===== src/rtl/wave_dds_pkg.sv =====
// Shared mode encodings and waveform helpers for the wave_dds_gen DDS waveform generator.
package wave_dds_pkg;

  typedef enum logic [1:0] {
    MODE_SQUARE = 2'd0,
    MODE_SAW    = 2'd1,
    MODE_TRI    = 2'd2,
    MODE_SINE   = 2'd3
  } mode_e;

  localparam int unsigned TRI_FOLD_MAX_W = 32;

  // Triangle fold of a w-bit phase: doubles the rising half, inverts the doubled falling half.
  function automatic logic [TRI_FOLD_MAX_W-1:0] tri_fold(input logic [TRI_FOLD_MAX_W-1:0] p,
                                                         input int unsigned w);
    logic [TRI_FOLD_MAX_W-1:0] mask;
    logic [TRI_FOLD_MAX_W-1:0] dbl;
    mask = (32'h0000_0001 << w) - 32'h0000_0001;
    dbl  = (p << 1) & mask;
    return p[w-1] ? (~dbl & mask) : dbl;
  endfunction

endpackage


===== src/rtl/wave_sine_lut.sv =====
// Quarter-wave sine ROM with mirror/invert logic, offset-binary output.
// Only compiled when WAVE_DDS_SINE_EN is defined.
`ifdef WAVE_DDS_SINE_EN
module wave_sine_lut
  import wave_dds_pkg::*;
#(
  parameter int DAC_W = 8
) (
  input  logic [DAC_W-1:0] phase_i,
  output logic [DAC_W-1:0] sample_o
);
  localparam int Q   = 2 ** (DAC_W - 2);
  localparam int AMP = 2 ** (DAC_W - 1) - 1;
  localparam logic [DAC_W-1:0] MID   = {1'b1, {(DAC_W-1){1'b0}}};
  localparam logic [DAC_W-1:0] AMP_V = {1'b0, {(DAC_W-1){1'b1}}};

  function automatic logic [DAC_W-2:0] rom_entry(input int i);
    real x;
    x = real'(AMP) * $sin(3.14159265358979 * real'(i) / real'(2 * Q));
    return (DAC_W-1)'($rtoi(x + 0.5));
  endfunction

  logic [DAC_W-2:0] rom_s [Q];
  logic [1:0]       quad_s;
  logic [DAC_W-3:0] idx_s;
  logic [DAC_W-3:0] idx_mirror_s;
  logic [DAC_W-1:0] mag_s;

  for (genvar gi = 0; gi < Q; gi++) begin : g_rom
    localparam logic [DAC_W-2:0] ENTRY = rom_entry(gi);
    assign rom_s[gi] = ENTRY;
  end

  assign quad_s       = phase_i[DAC_W-1 -: 2];
  assign idx_s        = phase_i[DAC_W-3:0];
  assign idx_mirror_s = ~idx_s + {{(DAC_W-3){1'b0}}, 1'b1};

  // Second/fourth quadrants read the table backwards; their index 0 is the +/- peak.
  always_comb begin
    mag_s = {DAC_W{1'b0}};
    if (!quad_s[0]) begin
      mag_s = {1'b0, rom_s[idx_s]};
    end else if (idx_s == {(DAC_W-2){1'b0}}) begin
      mag_s = quad_s[1] ? MID : AMP_V;
    end else begin
      mag_s = {1'b0, rom_s[idx_mirror_s]};
    end
    if (quad_s[1]) begin
      sample_o = MID - mag_s;
    end else begin
      sample_o = MID + mag_s;
    end
  end

endmodule
`endif


===== src/rtl/wave_dds_gen.sv =====
// Multi-mode DDS waveform generator (square/saw/triangle, sine when WAVE_DDS_SINE_EN is defined).
// Configuration is double-buffered and only takes effect at a period wrap or while en is low.
module wave_dds_gen
  import wave_dds_pkg::*;
#(
  parameter int DAC_W   = 8,
  parameter int PHASE_W = 16,
  parameter int DUTY_W  = 8
) (
  input  logic               clk,
  input  logic               rst_n,
  input  logic               en,
  input  logic               cfg_load,
  input  logic [1:0]         mode,
  input  logic [PHASE_W-1:0] freq_word,
  input  logic [DUTY_W-1:0]  duty,
  output logic [DAC_W-1:0]   dac_out,
  output logic               wrap_pulse
);

  typedef struct packed {
    mode_e              mode;
    logic [PHASE_W-1:0] freq_word;
    logic [DUTY_W-1:0]  duty;
  } cfg_t;

  localparam logic [DAC_W-1:0] MIDSCALE = {1'b1, {(DAC_W-1){1'b0}}};
  localparam cfg_t CFG_RESET = '{mode:      MODE_SQUARE,
                                 freq_word: {PHASE_W{1'b0}},
                                 duty:      {1'b1, {(DUTY_W-1){1'b0}}}};

  cfg_t               shadow_q, shadow_d;
  cfg_t               active_q, active_d;
  logic               pend_q, pend_d;
  logic [PHASE_W-1:0] acc_q, acc_d;
  logic               carry_q, carry_d;
  logic [DAC_W-1:0]   dac_q, dac_d;
  logic               wrap_q, wrap_d;
  logic [PHASE_W:0]   sum_s;
  logic [DAC_W-1:0]   p_s;
  logic [DUTY_W-1:0]  d_s;
  logic [DAC_W-1:0]   wave_s;
  logic [DAC_W-1:0]   sine_s;

  assign p_s = acc_q[PHASE_W-1 -: DAC_W];
  assign d_s = acc_q[PHASE_W-1 -: DUTY_W];

`ifdef WAVE_DDS_SINE_EN
  wave_sine_lut #(.DAC_W(DAC_W)) u_sine (
    .phase_i  (p_s),
    .sample_o (sine_s)
  );
`else
  assign sine_s = MIDSCALE;
`endif

  // Mode mux: turns the current phase into a sample under the active configuration.
  always_comb begin
    wave_s = {DAC_W{1'b0}};
    case (active_q.mode)
      MODE_SQUARE: begin
        if (d_s < active_q.duty) begin
          wave_s = {DAC_W{1'b1}};
        end else begin
          wave_s = {DAC_W{1'b0}};
        end
      end
      MODE_SAW:  wave_s = p_s;
      MODE_TRI:  wave_s = DAC_W'(tri_fold(32'(p_s), DAC_W));
      MODE_SINE: wave_s = sine_s;
      default:   wave_s = {DAC_W{1'b0}};
    endcase
  end

  // Next state: accumulator, delayed wrap flag, output sample and config double-buffer.
  always_comb begin
    sum_s    = {1'b0, acc_q} + {1'b0, active_q.freq_word};
    acc_d    = acc_q;
    carry_d  = carry_q;
    dac_d    = dac_q;
    wrap_d   = 1'b0;
    shadow_d = shadow_q;
    active_d = active_q;
    pend_d   = pend_q;
    if (en) begin
      acc_d   = sum_s[PHASE_W-1:0];
      carry_d = sum_s[PHASE_W];
      dac_d   = wave_s;
      wrap_d  = carry_q;
    end else begin
      wrap_d  = 1'b0;
    end
    // A wrap swaps in the old shadow before a same-cycle load overwrites it.
    if (pend_q && (!en || sum_s[PHASE_W])) begin
      active_d = shadow_q;
      pend_d   = 1'b0;
    end else begin
      active_d = active_q;
    end
    if (cfg_load) begin
      shadow_d = '{mode: mode_e'(mode), freq_word: freq_word, duty: duty};
      pend_d   = 1'b1;
    end else begin
      shadow_d = shadow_q;
    end
  end

  // State registers with asynchronous reset to the default configuration.
  always_ff @(posedge clk or negedge rst_n) begin
    if (!rst_n) begin
      shadow_q <= CFG_RESET;
      active_q <= CFG_RESET;
      pend_q   <= 1'b0;
      acc_q    <= {PHASE_W{1'b0}};
      carry_q  <= 1'b0;
      dac_q    <= {DAC_W{1'b0}};
      wrap_q   <= 1'b0;
    end else begin
      shadow_q <= shadow_d;
      active_q <= active_d;
      pend_q   <= pend_d;
      acc_q    <= acc_d;
      carry_q  <= carry_d;
      dac_q    <= dac_d;
      wrap_q   <= wrap_d;
    end
  end

  assign dac_out    = dac_q;
  assign wrap_pulse = wrap_q;

endmodule

===== config.mk =====
export PLATFORM = sky130hd
export DESIGN_NAME = wave_dds_gen
export DESIGN_NICKNAME = d
export VERILOG_FILES = /design/src/rtl/wave_dds_pkg.sv /design/src/rtl/wave_sine_lut.sv /design/src/rtl/wave_dds_gen.sv
export SDC_FILE = /design/constraint.sdc
export NUM_CORES = 1
export LEC_CHECK = 0
export ABC_AREA = 1
export ABC_CLOCK_PERIOD_IN_PS = 1970
export CORE_MARGIN = 2
export CORE_UTILIZATION = 50
export DETAILED_ROUTE_END_ITERATION = 7
export DONT_BUFFER_PORTS = 1
export PLACE_DENSITY = 0.68
export SLEW_MARGIN = 0
export SYNTH_ARGS = -nofsm -noshare
export SYNTH_HDL_FRONTEND = slang
export SYNTH_SLANG_ARGS = --single-unit

===== constraint.sdc =====
create_clock -name clk -period 1.97 [get_ports clk]
set_input_delay 0.394 -clock clk [delete_from_list [all_inputs] [get_ports clk]]
set_output_delay 0.394 -clock clk [all_outputs]
set_load 0.03 [all_outputs]

Yosys cells after proc, flatten, opt, wreduce, memory -nomap -nowiden
Index checks and enable logic that the tools add are counted.
{"block": "classes", "eq_ne": 3, "n_lt_le_gt_ge": 1, "addsub": 1, "reduce_logical": 5, "n_bitwise": 1, "mux": 6}
{"cell": "$pmux 8 s4", "count": 1}
{"cell": "$add 16x16->17", "count": 1}
{"cell": "$mux 8", "count": 2}
{"cell": "$lt 8x8->1", "count": 1}
{"cell": "$not 8->8", "count": 1}
{"cell": "$eq 2x2->1 const B", "count": 2}
{"cell": "$mux 1", "count": 3}
{"cell": "$eq 2x1->1 const B", "count": 1}
{"cell": "$logic_not 2->1", "count": 1}
{"cell": "$reduce_bool 2->1", "count": 1}
{"cell": "$logic_and 1x1->1", "count": 1}
{"cell": "$logic_not 1->1", "count": 1}
{"cell": "$logic_or 1x1->1", "count": 1}
{"block": "word_totals", "elab_cells": 28, "ff_bits": 79, "in_bits": 30, "output_inout_bits": 9}

Depth between registers and ports, before layout
{"block": "logic_depth", "ltp_word": 5, "ltp_mapped": 12, "depth_no_buf": 11}

Worst setup path after synthesis
No wires, ideal clock.
{"block": "synth_timing", "path_kind": "flip-flop to flip-flop", "start": "register active_q[8] (netlist bit)", "end": "register active_q[21] (netlist bit)", "setup_ns": 0.117, "stages_incl_launch_ff": 12, "setup_slack_ns": 0.113, "t_required_ns": 1.853, "n_path_buf": 1, "period_less_slack_ns": 1.857, "arrival_ns": 1.740, "path_cell_list": "dfrtp_1 > ha_1 > fa_1 > nand2_1 > nand2_1 > nand3_1 > nand2_1 > nand2_2 > nand2_4 > buf_2 > nand4_1 > nand2_1"}
{"block": "synth_via", "elab_chain_cells": 3}
{"item": "from (decl)", "line_no": "wave_dds_gen.sv:33", "text": "cfg_t active_q, active_d;"}
{"item": "from (signal assigned)", "line_no": "wave_dds_gen.sv:120", "text": "active_q <= active_d;"}
{"item": "$add 16x16->17", "line_no": "wave_dds_gen.sv:77", "text": "sum_s = {1'b0, acc_q} + {1'b0, active_q.freq_word};"}
{"item": "$logic_or 1x1->1", "line_no": "wave_dds_gen.sv:94", "text": "if (pend_q && (!en || sum_s[PHASE_W])) begin"}
{"item": "$logic_and 1x1->1", "line_no": "wave_dds_gen.sv:94"}
No other way between the ends.
A chain may end at the register's enable or synchronous reset.

Worst setup path in the final report
{"block": "layout_timing", "start": "register active_q[8] (netlist bit)", "end": "register active_q[6] (netlist bit)"}
Same word-level chain as after synthesis.

==> run_results.csv <==
group,metric,value,unit
status,status,"complete, but fails checks",
status,violations,"hold timing",
sta,timing.slew.headroom,60.0,%
cts,htreeDepth,3,
placement,pre_cts_ws,-0.0469,ns
floorplanning,initial_core_util,52.2,%
hold_path,worst_hold_path_type,"in2async",
grt,grt_pass1_vias,3523,
cts,clk_pin_slew_worst_paths,0.09,ns
sta,slew_viol_final,0,
synth,yosys_warnings,0,
cts,clock_latency,0.35,ns
grt,antenna_found_initial,0,
synth,synth-seq-cells,79,
critical_path,worstPathArrival,2.11,ns
layout,nNetsFinal,649,
layout,areaGrowthSynthToFinish,12.3,%
cts,clock-sinks,79,
sta,max_freq,537,MHz
critical_path,path_cells,"ha_2 -> fa_2 -> nand2_2 -> nand2_2 -> nand3_2 -> nand2_2 -> nand2_4 -> nand2_8 -> buf_6 -> nand4_1 -> nand2_1",
critical_path,start_kind,"flip-flop",
critical_path,r2r_slack,0.11,ns
detailed_routing,vias,3632,
sta,finalSetupViolations,0,
cts,numCtsBuffers,9,
synth,syn_avg_cell_area,7.51,sq um
synth,synthTopCellsByArea,"dfrtp_1, nand2_1, ha_1, inv_1, nand4_1",
power_and_ir_drop,ir_drop,0.000673,V
placement,placed_area,4530,sq um
critical_path,crit-reg2reg-launch,"active_q[8]$_DFFE_PN0P_",
placement,hpwl,6.60,mm
synth,yosys.area.top_type,"dfrtp_1",
detailed_routing,antenna_left,0,
floorplanning,ios,39,
floorplanning,die_h,97.1,um
critical_path,crit_required,2.22,ns
sta,skew,0.00970,ns
placement,port_buffers,0,
critical_path,critical_path.slowest_cell,"dfrtp_1",
critical_path,r2r_cells,11,
placement,place.gp.congestion,0.895,
layout,final_core_util,58.6,%
sta,post-route-period-util,94.6,%
critical_path,path_common_cell,"nand2_2",
detailed_routing,drt_pass1_iterations,5,
synth,ys_async_sr_fraction,100,%
critical_path,r2r-end,"active_q[6]$_DFFE_PN0P_",
detailed_routing,drt_first_iter_violations,203,
floorplanning,rows,33,
cts,cts-root-buf,"clkbuf_8",
grt,grt_pass1_wl,16.6,mm
synth,synth_area,4330,sq um
layout,design_area,4860,sq um
synth,synth_top_area_share,44.5,%
sta,finalCriticalPeriod,1.86,ns
power_and_ir_drop,power_density,1750,nW/um^2
critical_path,path_max_fanout,12,
layout,n_antenna_cell,0,
cts,cts_tree,"done",
critical_path,cp-end-kind,"flip-flop",
detailed_routing,totalWireLength,9.55,mm
synth,synth_nets,631,
layout,drive_gt1_share,11.0,%
detailed_routing,wire_per_inst,13.5,um
synth,ys_seq_area_share,45.7,%
cts,clock_path_buffers,2,
power_and_ir_drop,p_leak,2.66,nW
synth,synth-main-ff-cell,"dfrtp_1",
floorplanning,core,8300,sq um
floorplanning,dieArea,9420,sq um
flow_run,cap_violations,0,
sta,timing.final.ws_setup,0.107,ns
critical_path,criticalPathCategory,"reg2reg",
synth,synth_edf_count,0,
critical_path,max_stage_delay,0.39,ns
grt,grt-ovfl-total,0,
floorplanning,die_x,97.1,um
sta,finalHoldViolCount,79,
sta,holdWs,-0.272,ns
sta,tightest_slew,0.600,ns
grt,grt_max_degree,80,
detailed_routing,drc,0,
synth,ys_types,33,
synth,synth_cells,577,
detailed_routing,vias_per_cell,5.15,
power_and_ir_drop,finalPower,8.50,mW
grt,grt.total_usage,21.5,%
## cell families (layout without fill, tap and decap cells)
logic type / count (synthesis) / after routing / synth area share (%)
compound gates: 41 / 41 / 4.88
simple gates: 358 / 362 / 34.9
buf+inv: 72 / 91 / 6.79
flops: 79 / 79 / 45.7
xor+xnor: 3 / 3 / 0.607
fa+ha+maj: 24 / 24 / 7.11
## cell usage in the layout, fill, tap and decap left out, types with 2 or more instances in the layout
| cell | count |
|---|---|
| xnor2_1 | 3 |
| clkinvlp_4 | 3 |
| buf_6 | 2 |
| clkbuf_8 | 9 |
| nor3_1 | 4 |
| nand3_4 | 2 |
| ha_1 | 19 |
| dfstp_2 | 2 |
| nand4_1 | 26 |
| inv_1 | 50 |
| and2_1 | 2 |
| nor2_1 | 28 |
| inv_6 | 2 |
| a21oi_1 | 28 |
| nand3_1 | 21 |
| nand2_4 | 2 |
| nand2_2 | 6 |
| nand2_1 | 258 |
| or2_2 | 3 |
| nand3b_1 | 2 |
| dfrtp_1 | 77 |
| ha_4 | 3 |
| o21ai_0 | 10 |
| buf_4 | 20 |
| nand3_2 | 4 |
## report_power, final
group	total [mW]	switching (mW)	internal, mW	leakage [nW]
combinational	4.51	2.64	1.87	1.61
sequential	2.87	0.672	2.20	0.964
clock	1.11	0.649	0.465	0.0793
total	8.50	3.96	4.54	2.66
## sequential cells by signal (all words and copies together), names as in the netlist
| signal | flops |
|---|---|
| carry_q | 1 |
| pend_q | 1 |
| dac_out | 8 |
| active_q | 26 |
| acc_q | 16 |
| wrap_pulse | 1 |
| shadow_q | 26 |
## repair_timing
item                                   CTS  global route
setup endpoints to repair               26            30
gates resized for setup                  3            16
cloned                                   1             3
pin swaps                                1             3
endpoints found under the hold margin   79            79
setup buffers                            2             1
## routing by layer
metal / track usage [%] / share of wire [%] / vias up
met5: 0 / 0 / -
met4: 7.37 / 1.8 / 0
met3: 3.74 / 4.6 / 12
met2: 33.3 / 46 / 73
met1: 30.7 / 47 / 1668
li1: - / - / 1879
## cells in the mapped netlist (2+ instances only)
cell,instances
buf_2,2
nand4_1,26
nor2_1,28
nand3_1,22
o21ai_0,10
inv_1,50
ha_1,23
a21oi_1,28
buf_6,2
or2_2,3
xnor2_1,3
nand2_1,264
nand3b_1,2
dfrtp_1,77
nor3_1,4
and2_1,2
dfstp_2,2
clkbuf_1,14
## worst max-delay path, delay by kind of cell (launching register included)
family                     cells  cell delay, ns
adders and majority gates      2            0.55
buffers and inverters          1            0.15
DFF                            1            0.39
and+or+nand+nor                8            0.67
## layout make-up
type / instances / area, sq um
timing repair buffer: 23 / 193
clock inverter: 6 / 45.0
tap: 105 / 131
fill: 791 / 3440
multi-input combinational: 430 / 2190
inverter: 52 / 198
clock buffer: 10 / 128
sequential: 79 / 1980
## worst max-delay path by stage
stage | from | endpoint | slack [ns] | cells past startpoint
after CTS | active_q[8]$_DFFE_PN0P_ | pend_q$_DFFE_PN0P_ | 0.03 | 12
final | active_q[8]$_DFFE_PN0P_ | active_q[6]$_DFFE_PN0P_ | 0.11 | 11
after global routing | acc_q[7]$_DFFE_PN0P_ | active_q[5]$_DFFE_PN0P_ | -0.02 | 10
after global placement | active_q[8]$_DFFE_PN0P_ | active_q[6]$_DFFE_PN0P_ | 0.03 | 11
after detailed placement | active_q[8]$_DFFE_PN0P_ | active_q[13]$_DFFE_PN0P_ | -0.05 | 11
after floorplan | active_q[8]$_DFFE_PN0P_ | active_q[21]$_DFFE_PN0P_ | 0.11 | 11
## per-stage QoR
step	hold slack, ns	std cells	setup TNS, ns
after floorplan	0.0984	577	0
after global placement	0.101	682	0
after detailed placement	0.102	682	-0.869
after CTS	-0.281	701	0
after global routing	-0.296	705	-0.149
final	-0.272	705	0
Note: power is estimated with default switching activity, not from simulation.
